[src/rtl/time_counter_pkg.sv]
// Shared time-of-day constants and helpers, reused by the splitter and alarm blocks.
// Optional BCD outputs of time_counter are enabled by defining TIME_COUNTER_BCD_EN.
package time_counter_pkg;

  localparam logic [7:0]  SEC_MAX          = 8'd59;
  localparam logic [7:0]  MIN_MAX          = 8'd59;
  localparam logic [7:0]  HOUR_MAX         = 8'd23;
  localparam int unsigned TICK_DIV_DEFAULT = 32'd100_000_000;

  function automatic logic field_valid(input logic [7:0] value, input logic [7:0] max_value);
    return (value <= max_value);
  endfunction

endpackage

[src/rtl/time_counter_bin2bcd8.sv]
// Combinational binary (0-99) to packed BCD {tens, ones} converter.
module bin2bcd8 (
  input  logic [7:0] bin,
  output logic [7:0] bcd
);

  logic [3:0] tens_s;
  logic [3:0] ones_s;

  // Split into decimal digits.
  always_comb begin
    tens_s = 4'(bin / 8'd10);
    ones_s = 4'(bin - ({4'd0, tens_s} * 8'd10));
    bcd    = {tens_s, ones_s};
  end

endmodule

[src/rtl/time_counter.sv]
// Time-of-day counter: prescaled 1 Hz tick, preset load, hour/day rollover pulses.
// Define TIME_COUNTER_BCD_EN to add registered packed-BCD copies of the time fields.
module time_counter
  import time_counter_pkg::*;
#(
  parameter int unsigned TICK_DIV = TICK_DIV_DEFAULT
) (
  input  logic       clk,
  input  logic       CR,
  input  logic       run,
  input  logic       PE_counter,
  input  logic [7:0] pre_sec,
  input  logic [7:0] pre_min,
  input  logic [7:0] pre_hour,
  output logic [7:0] sec,
  output logic [7:0] min,
  output logic [7:0] hour,
  output logic       tick,
  output logic       hour_pulse,
  output logic       day_pulse,
  output logic       load_err
`ifdef TIME_COUNTER_BCD_EN
  ,
  output logic [7:0] sec_bcd,
  output logic [7:0] min_bcd,
  output logic [7:0] hour_bcd
`endif
);

  localparam int unsigned    PW         = (TICK_DIV > 32'd1) ? $clog2(TICK_DIV) : 1;
  localparam logic [PW-1:0]  PRESC_LAST = PW'(TICK_DIV - 32'd1);

  logic [PW-1:0] presc_d, presc_q;
  logic [7:0]    sec_d, sec_q;
  logic [7:0]    min_d, min_q;
  logic [7:0]    hour_d, hour_q;
  logic          tick_d, tick_q;
  logic          hour_pulse_d, hour_pulse_q;
  logic          day_pulse_d, day_pulse_q;
  logic          load_err_d, load_err_q;

  // Next-state: load beats count; every carry resolves on the tick edge itself.
  always_comb begin
    presc_d      = presc_q;
    sec_d        = sec_q;
    min_d        = min_q;
    hour_d       = hour_q;
    tick_d       = 1'b0;
    hour_pulse_d = 1'b0;
    day_pulse_d  = 1'b0;
    load_err_d   = 1'b0;
    if (PE_counter) begin
      sec_d      = field_valid(pre_sec,  SEC_MAX)  ? pre_sec  : 8'd0;
      min_d      = field_valid(pre_min,  MIN_MAX)  ? pre_min  : 8'd0;
      hour_d     = field_valid(pre_hour, HOUR_MAX) ? pre_hour : 8'd0;
      load_err_d = !field_valid(pre_sec, SEC_MAX) || !field_valid(pre_min, MIN_MAX)
                   || !field_valid(pre_hour, HOUR_MAX);
      presc_d    = {PW{1'b0}};
    end else if (run) begin
      if (presc_q == PRESC_LAST) begin
        presc_d = {PW{1'b0}};
        tick_d  = 1'b1;
        if (sec_q >= SEC_MAX) begin
          sec_d = 8'd0;
          if (min_q >= MIN_MAX) begin
            min_d        = 8'd0;
            hour_pulse_d = 1'b1;
            if (hour_q >= HOUR_MAX) begin
              hour_d      = 8'd0;
              day_pulse_d = 1'b1;
            end else begin
              hour_d = hour_q + 8'd1;
            end
          end else begin
            min_d = min_q + 8'd1;
          end
        end else begin
          sec_d = sec_q + 8'd1;
        end
      end else begin
        presc_d = presc_q + PW'(1);
      end
    end else begin
      presc_d = presc_q;
    end
  end

  // State and output registers.
  always_ff @(posedge clk) begin
    if (CR) begin
      presc_q      <= {PW{1'b0}};
      sec_q        <= 8'd0;
      min_q        <= 8'd0;
      hour_q       <= 8'd0;
      tick_q       <= 1'b0;
      hour_pulse_q <= 1'b0;
      day_pulse_q  <= 1'b0;
      load_err_q   <= 1'b0;
    end else begin
      presc_q      <= presc_d;
      sec_q        <= sec_d;
      min_q        <= min_d;
      hour_q       <= hour_d;
      tick_q       <= tick_d;
      hour_pulse_q <= hour_pulse_d;
      day_pulse_q  <= day_pulse_d;
      load_err_q   <= load_err_d;
    end
  end

  assign sec        = sec_q;
  assign min        = min_q;
  assign hour       = hour_q;
  assign tick       = tick_q;
  assign hour_pulse = hour_pulse_q;
  assign day_pulse  = day_pulse_q;
  assign load_err   = load_err_q;

`ifdef TIME_COUNTER_BCD_EN
  logic [7:0] sec_bcd_d, sec_bcd_q;
  logic [7:0] min_bcd_d, min_bcd_q;
  logic [7:0] hour_bcd_d, hour_bcd_q;

  // Converted from next-state values so BCD lines up with the binary outputs.
  bin2bcd8 u_sec_bcd  (.bin(sec_d),  .bcd(sec_bcd_d));
  bin2bcd8 u_min_bcd  (.bin(min_d),  .bcd(min_bcd_d));
  bin2bcd8 u_hour_bcd (.bin(hour_d), .bcd(hour_bcd_d));

  // BCD output registers.
  always_ff @(posedge clk) begin
    if (CR) begin
      sec_bcd_q  <= 8'h00;
      min_bcd_q  <= 8'h00;
      hour_bcd_q <= 8'h00;
    end else begin
      sec_bcd_q  <= sec_bcd_d;
      min_bcd_q  <= min_bcd_d;
      hour_bcd_q <= hour_bcd_d;
    end
  end

  assign sec_bcd  = sec_bcd_q;
  assign min_bcd  = min_bcd_q;
  assign hour_bcd = hour_bcd_q;
`endif

endmodule
[config.mk]
export PLATFORM = sky130hd
export DESIGN_NAME = time_counter
export DESIGN_NICKNAME = d
export VERILOG_FILES = /design/src/rtl/time_counter_pkg.sv /design/src/rtl/time_counter_bin2bcd8.sv /design/src/rtl/time_counter.sv
export SDC_FILE = /design/constraint.sdc
export NUM_CORES = 1
export LEC_CHECK = 0
export CAP_MARGIN = 20
export CORE_MARGIN = 3
export CORE_UTILIZATION = 35
export DETAILED_ROUTE_END_ITERATION = 16
export GPL_TIMING_DRIVEN = 0
export PLACE_DENSITY_LB_ADDON = 0.25
export SKIP_LAST_GASP = 1
export SLEW_MARGIN = 20
export SYNTH_ARGS = -nofsm -noshare
export SYNTH_HDL_FRONTEND = slang
export SYNTH_SLANG_ARGS = --single-unit
export TNS_END_PERCENT = 50
[constraint.sdc]
create_clock -name clk -period 3.7 [get_ports clk]
set_clock_uncertainty 0.1 [all_clocks]
set_input_delay 0.555 -clock clk [delete_from_list [all_inputs] [get_ports clk]]
set_output_delay 0.555 -clock clk [all_outputs]
set_load 0.005 [all_outputs]
======== Word-level counts from Yosys, hierarchy flattened ========
Index checks and enable logic that the tools add are counted.
W data, S select, Z words.
word-level totals
  flip-flop bits (word level) ............. 55
  output and inout bits ................... 28
  latch bits .............................. 0
  logic and storage cells ................. 63
  bits of input ports ..................... 28
  memories ................................ 0
  memory bits (writable) .................. 0
  ROM bits ................................ 0
cells by class
  order comparisons ....................... 6
  mux-type cells .......................... 22
  add/subtract/negate cells ............... 4
  shifts and indexed selects .............. 0
  bitwise logic cells ..................... 5
  reductions and logical operators ........ 17
  multiply operators ...................... 0
  eq/ne operators ......................... 1
  divide/modulo/power cells ............... 0
operators by type and width
  cell                     count
  $mux W8                  18
  $add A27 B1 Y27 const B  1
  $eq A27 B27 Y1 const B   1
  $mux W27                 1
  $add A8 B1 Y8 const B    3
  $ge A8 B6 Y1 const B     2
  $le A8 B6 Y1 const B     2
  $ge A8 B5 Y1 const B     1
  $le A8 B5 Y1 const B     1
  $reduce_bool A2 Y1       4
  $reduce_or A6 Y1         1
  $not A1 Y1               5
  $reduce_or A5 Y1         1
  $reduce_and A4 Y1        1
  $reduce_or A2 Y1         2
  $logic_not A1 Y1         3
  $mux W1                  3
  $reduce_and A3 Y1        1
  $reduce_or A3 Y1         1
  $logic_or A1 B1 Y1       2
  $reduce_and A2 Y1        1

======== Logic depth before layout (Yosys ltp) ========
Gate-level depths: netlist (run 1).
  word-level depth ........................ 7
  depth in mapped cells ................... 7
  gate-level depth less buffers ........... 6

======== Worst setup path after synthesis (run 1) ========
OpenSTA, ideal clock, no wires.
  path type ............................... reg2reg
  start point ............................. register presc_q[0]
  end point ............................... register hour_q[0] (netlist: hour[0])
  path slack .............................. 1.930 ns
  data required time ...................... 3.476 ns
  arrival ................................. 1.547 ns
  clock period less this slack ............ 1.770 ns
  buffers on the path ..................... 0
  library setup time ...................... 0.124 ns
  cell stages (with the launch flop) ...... 6
  cell sequence ........................... dfxtp_1 -> ha_1 -> and4bb_1 -> and4_4 -> a31oi_4 -> o311a_2
on the way
  cells in the longest elaborated chain, start to end .. 3
RTL lines
  item                          line                 source
  start, declared               time_counter.sv:33   logic [PW-1:0] presc_d, presc_q;
  start signal, assigned        time_counter.sv:91   presc_q <= {PW{1'b0}};
  start signal, assigned        time_counter.sv:100  presc_q <= presc_d;
  $eq A27 B27 Y1                time_counter.sv:60   if (presc_q == PRESC_LAST) begin
  $reduce_bool A2 Y1 (no line)  n/a
  $reduce_and A4 Y1 (no line)   n/a
  end signal, assigned          time_counter.sv:103  hour_q <= hour_d;
  end, declared                 time_counter.sv:36   logic [7:0] hour_d, hour_q;
Every way passes these cells.
A chain may end at the register's enable or synchronous reset.

======== Worst setup path after layout (run 1) ========
  start point ............................. input PE_counter
  end point ............................... register sec_q[4] (netlist: sec[4])
on the way
  cells in the longest elaborated chain, start to end .. 2
  elaborated cells on any way between the ends .. 4
  those cells by class .................... 1 x mux; 3 x reduce/logical
RTL lines
  item                          line                 source
  start, declared               time_counter.sv:11   input logic PE_counter,
  $reduce_bool A2 Y1 (no line)  n/a
  $reduce_and A2 Y1 (no line)   n/a
  end signal, assigned          time_counter.sv:92   sec_q <= 8'd0;
  end signal, assigned          time_counter.sv:101  sec_q <= sec_d;
  end, declared                 time_counter.sv:34   logic [7:0] sec_d, sec_q;
Several ways; a longest one is shown, not always the timed one.

==> metrics.yaml, run 1 <==
pwr:
  pwr-share-clk_pct: 35.7
  power_leakage_nw: 1.24
  seq_power_share_pct: 53.8
  power.density_nw_per_um2: 313
  switching_share_pct: 23.6
  power.switching_uw: 267
  power_frac_comb_pct: 10.5
  power.total_mw: 1.13
  ir_worst_vdd_uv: 138
  p_int_uw: 865
place:
  hpwl_um: 5130
  dp_cells: 478
  io_buffers: 55
  gp_congestion: 0.880
global_route:
  track_usage_pct: 15.0
  overflow: 0
  antenna_found_initial: 0
  grt_max_degree: 19
  grt_pass1_vias: 2357
  grt_pass1_wl_um: 11000
clock_tree:
  cts_tree: "built"
  cts_hold_buf: 0
  clk_pin_slew_worst_paths_ps: 100
  clockBufferDepth: 2
  clk_latency_ps: 310
  cts_max_level: 2
  ctsResizeCount: 0
  numCtsBuffers: 5
  cts_num_sinks: 55
  cts-root-buf: "clkbuf_8"
  post_cts_buffers: 0
detailed_routing:
  drc: 0
  via_per_inst: 5.26
  first_iter_violations: 149
  drt-pass1-iter-count: 4
  wl_per_cell_um: 14.0
  vias: 2557
  ant_nets: 0
  wl_um: 6780
floorplan:
  fp.dieArea_um2: 9190
  coreArea_um2: 7770
  initial_core_util_pct: 36.4
  die_h_um: 95.9
  rows: 32
  die_x_um: 95.9
  io_pins: 56
sta:
  tightest_slew_ps: 669
  setup_viol: 0
  hold_viol_final: 0
  relSlewSlack_pct: 55.2
  timing.final.crit_share_pct: 61.6
  fin_hold_ws_ps: 351
  drv_slew: 0
  setup_tns_ps: 0
  fmax_mhz: 439
  post-route-min-period_ps: 2280
  rsz0062_at_grt: "no"
synthesis:
  synth_ff_type: "dfxtp_1"
  synth_top_area_cell: "dfxtp_1"
  ys_ff_latch: 55
  yosys-top-cells-area: "dfxtp_1 39%, nor2_1 5.6%, xnor2_1 5.0%, nand3_1 3.7%, a21oi_1 3.2%"
  synth_top_area_share_pct: 38.9
  synth_fp_nets: 353
  yosys.cell_types.count: 57
  syn_avg_cell_area_um2: 8.81
  synth-seq-area-share_pct: 38.9
  synth_warnings: 0
  synth_edf_count: 0
  netlist_area_um2: 2830
  netlist_instances: 321
  async_flop_share_pct: 0
critical_path:
  reg2reg_setup_slack_ps: 1590
  crit_type: "in -> reg"
  cp.required_ps: 3830
  reg2reg_depth: 6
  reg2reg_from: "min[0]$_SDFFE_PP0P_"
  rr_endpoint: "min[5]$_SDFFE_PP0P_"
  end_kind: "flop"
  startpoint_type: "primary input"
  path_max_fanout: 7
  worstPathArrival_ps: 2410
finish:
  final_core_util_pct: 46.6
  nFillCells: 774
  most-common-layout-cells: "55 x dfxtp_1, 55 x clkdlybuf4s50_1, 42 x nor2_1"
  layout.cells.non_filler: 486
  areaGrowthSynthToFinish_pct: 28.1
  n_antenna_cell: 0
  drive_gt1_share_pct: 9.90
  final_nets: 415
min_path:
  holdPathEnd: "sec[6]$_SDFFE_PP0P_"
  hp-class: "reg -> reg"
  worstHoldStart: "sec[6]$_SDFFE_PP0P_"
  min_path_cells: 2
flow_run:
  max_cap_violations: 0
status:
  status: "completed"
## critical path, cell delays in order
cell	delay, ps
clkdlybuf4s50_1	620
inv_1	240
nor4b_2	570
a22oi_1	180
o32ai_1	230
## state kept, by name, indices dropped and copies added (netlist names)
register	cells
load_err	1
day_pulse	1
min	8
sec	8
hour	8
hour_pulse	1
presc_q	27
tick	1
## cell usage after synthesis (2+ instances only)
| master | instances |
|---|---|
| and3_1 | 9 |
| o32ai_1 | 4 |
| nor4_1 | 2 |
| a21o_1 | 2 |
| nand3_1 | 21 |
| and3_2 | 4 |
| nand4_2 | 4 |
| nor3_1 | 17 |
| clkbuf_1 | 4 |
| xnor2_1 | 16 |
| buf_6 | 3 |
| and4_4 | 2 |
| o2111ai_1 | 2 |
| o21ai_0 | 10 |
| o31ai_1 | 3 |
| buf_2 | 4 |
| nor2_1 | 42 |
| o211ai_1 | 2 |
| a221oi_1 | 2 |
| o2bb2ai_1 | 2 |
| nand2_1 | 18 |
| a31oi_1 | 2 |
| nand4_1 | 9 |
| nor3b_1 | 5 |
| a211oi_1 | 4 |
| and2_1 | 4 |
| ha_1 | 4 |
| inv_1 | 9 |
| and4_1 | 2 |
| xor2_1 | 7 |
| or3_1 | 4 |
| nor4b_4 | 2 |
| dfxtp_1 | 55 |
| a21oi_1 | 18 |
## worst max path at each step
| stage | start | to | slack (ps) | depth (start not counted) |
|---|---|---|---|---|
| floorplan | presc_q[0]$_SDFFE_PP0P_ | hour[0]$_SDFFE_PP0P_ | 1930 | 5 |
| global placement | run | presc_q[25]$_SDFFE_PP0P_ | 1140 | 7 |
| detailed placement | PE_counter | sec[4]$_SDFFE_PP0P_ | 1110 | 5 |
| CTS | PE_counter | sec[4]$_SDFFE_PP0P_ | 1440 | 5 |
| global route | PE_counter | sec[4]$_SDFFE_PP0P_ | 1240 | 5 |
| finish | PE_counter | sec[4]$_SDFFE_PP0P_ | 1420 | 5 |
## per-layer routing
metal | global-route usage (%) | wire, um
met5 | 0 | 0
met4 | 3.55 | 62
met3 | 3.36 | 510
met2 | 24.7 | 3100
met1 | 20.0 | 3110
## cell families after synthesis
kind of cell               after synthesis  share of synthesized area (%)
AOI/OAI and AO/OA                       62                           15.8
and+or+nand+nor                        152                           31.0
adders and majority gates                4                           1.77
xor gates and xnor gates                23                           7.12
DFF                                     55                           38.9
buffers and inverters                   24                           4.96
muxes                                    1                          0.354
## area by class of cell
type                       count  area [um2]  area share (%)
multi-input combinational    242        1590            43.8
sequential                    55        1100            30.4
timing repair buffer          55         551            15.2
tap                          102         128            3.52
buffer                        15         106            2.94
clock buffer                   5        68.8            1.90
clock inverter                 3        46.3            1.28
inverter                       9        33.8           0.933
## stage by stage
stage | instance area, um2 | setup WS [ps]
floorplan | 2830 | 1930
global placement | 3510 | 1140
detailed placement | 3510 | 1110
CTS | 3620 | 1440
global route | 3620 | 1240
finish | 3620 | 1420
## power by group through the flow
stage               clock network (mW)  logic (mW)  registers, mW
detailed placement                   0       0.118          0.623
CTS                              0.423       0.119          0.610
global route                     0.447       0.130          0.612
global placement                     0       0.117          0.623
floorplan                            0      0.0524          0.622
finish                           0.404       0.119          0.610
Note: power is estimated with default switching activity, not from simulation.
==> run 2: changes to the inputs <==
Clock period 3.7 ns to 2 ns, I/O delays scaled along.
==> metrics.yaml, run 2 (synthesis gave the netlist of run 1 again) <==
status:
  status: "completed"
detailed_routing:
  via_per_inst: 5.27
  wl_um: 6920
  vias: 2598
  ant_nets: 0
  wl_per_cell_um: 14.0
  drt-pass1-iter-count: 4
  first_iter_violations: 158
  drc: 0
sta:
  rsz0062_at_grt: "yes"
  drv_slew: 0
  tightest_slew_ps: 669
  timing.final.crit_share_pct: 96.0
  setup_viol: 0
  relSlewSlack_pct: 55.3
  worst_slack_ps: 80.5
  fmax_mhz: 521
  post-route-min-period_ps: 1920
  setup_tns_ps: 0
  hold_viol_final: 0
place:
  pre_cts_ws_ps: -333
  gp_congestion: 0.880
  io_buffers: 55
  hpwl_um: 5130
critical_path:
  startpoint_type: "flop"
  critPathSlowestCell: "dfxtp_2"
  crit_chain: "ha_2 > and4bb_1 > and4_4 > a31oi_4 > buf_4 > nor3_1 > nor3_1"
  crit_family: "simple AND/OR/NAND/NOR gates"
  worstPathArrival_ps: 2000
  end_kind: "flop"
  critPathBufInv: 1
  crit_path_max_incr_delay_ps: 370
  path_max_fanout: 6
  crit_path_frequent_cell: "nor3_1"
  crit_type: "reg -> reg"
  cp.required_ps: 2080
clock_tree:
  clk_pin_slew_worst_paths_ps: 100
  cts_max_level: 2
  cts_tree: "built"
  clockBufferDepth: 2
  numCtsBuffers: 5
  clk_latency_ps: 310
  cts-root-buf: "clkbuf_8"
  cts_num_sinks: 55
  cts_hold_buf: 0
pwr:
  power_leakage_nw: 1.32
  power.density_nw_per_um2: 565
  ir_worst_vdd_uv: 256
global_route:
  track_usage_pct: 15.1
  grt_pass1_vias: 2357
  antenna_found_initial: 0
  overflow: 0
  grt_pass1_wl_um: 11100
  grt_max_degree: 19
finish:
  drive_gt1_share_pct: 14.3
  most-common-layout-cells: "53 x dfxtp_1, 53 x clkdlybuf4s50_1, 41 x nor2_1"
  n_antenna_cell: 0
  nFillCells: 755
  top_register: "presc_q"
  final_nets: 422
  areaGrowthSynthToFinish_pct: 32.7
  largest_register_ff_count: 27
min_path:
  hp-class: "in -> reg"
floorplan:
  die_h_um: 95.9
  io_pins: 56
  coreArea_um2: 7770
  rows: 32
  die_x_um: 95.9
  fp.dieArea_um2: 9190
  initial_core_util_pct: 36.4
flow_run:
  max_cap_violations: 0
run 2: routing by layer:
layer / routed length, um / global-route usage (%)
met1: 3150 / 20.2
met4: 85 / 3.55
met2: 3180 / 24.7
met3: 498 / 3.36
met5: 0 / 0
run 2: layout make-up:
class,instances,area [um2],share of cell area [%]
inverters,9,37.5,1.00
plain buffers,15,116,3.10
flip-flops and latches,55,1100,29.4
multi-input cells,242,1650,43.8
clock buffers,5,68.8,1.83
clock inverters,3,46.3,1.23
repair buffers,62,608,16.2
well taps,102,128,3.40
run 2: metrics by stage:
stage | hold slack [ps] | instances | power [mW] | area (um2) | utilization, %
2_1_floorplan | 337 | 321 | 1.25 | 2830 | -
4_1_cts | 358 | 486 | 2.13 | 3630 | 46.7
3_5_place_dp | 342 | 478 | 1.37 | 3510 | 45.1
6_report | 291 | 493 | 2.12 | 3750 | 48.3
5_1_grt | 324 | 493 | 2.22 | 3750 | 48.3
3_3_place_gp | 334 | 478 | 1.37 | 3510 | 45.1
run 2: final timing paths:
kind	startpoint	to	slack, ps	cells past startpoint
setup / recovery	presc_q[0]$_SDFFE_PP0P_	hour[3]$_SDFFE_PP0P_	80	7
hold / removal	run	presc_q[0]$_SDFFE_PP0P_	290	3
setup reg to reg	presc_q[0]$_SDFFE_PP0P_	hour[3]$_SDFFE_PP0P_	80	7
hold reg to reg	sec[6]$_SDFFE_PP0P_	sec[6]$_SDFFE_PP0P_	350	2
run 2: tightest hold or removal path: cells and delay by family:
| family | cells | cell delay [ps] |
|---|---|---|
| xor gates and xnor gates | 1 | 150 |
| buffers and inverters | 1 | 180 |
| and+or+nand+nor | 1 | 40 |
run 2: what timing repair did:
action | 4_1_cts | 5_1_grt
setup endpoints to repair | 20 | 47
pin swaps | 0 | 3
setup buffers | 0 | 7
cloned | 0 | 0
gates resized for setup | 2 | 19
run 2: where the power goes:
part	total (mW)	leakage (nW)	internal (mW)	switching [mW]
logic	0.237	0.816	0.126	0.112
clock network	0.754	0.0548	0.378	0.376
registers	1.13	0.446	1.11	0.0182
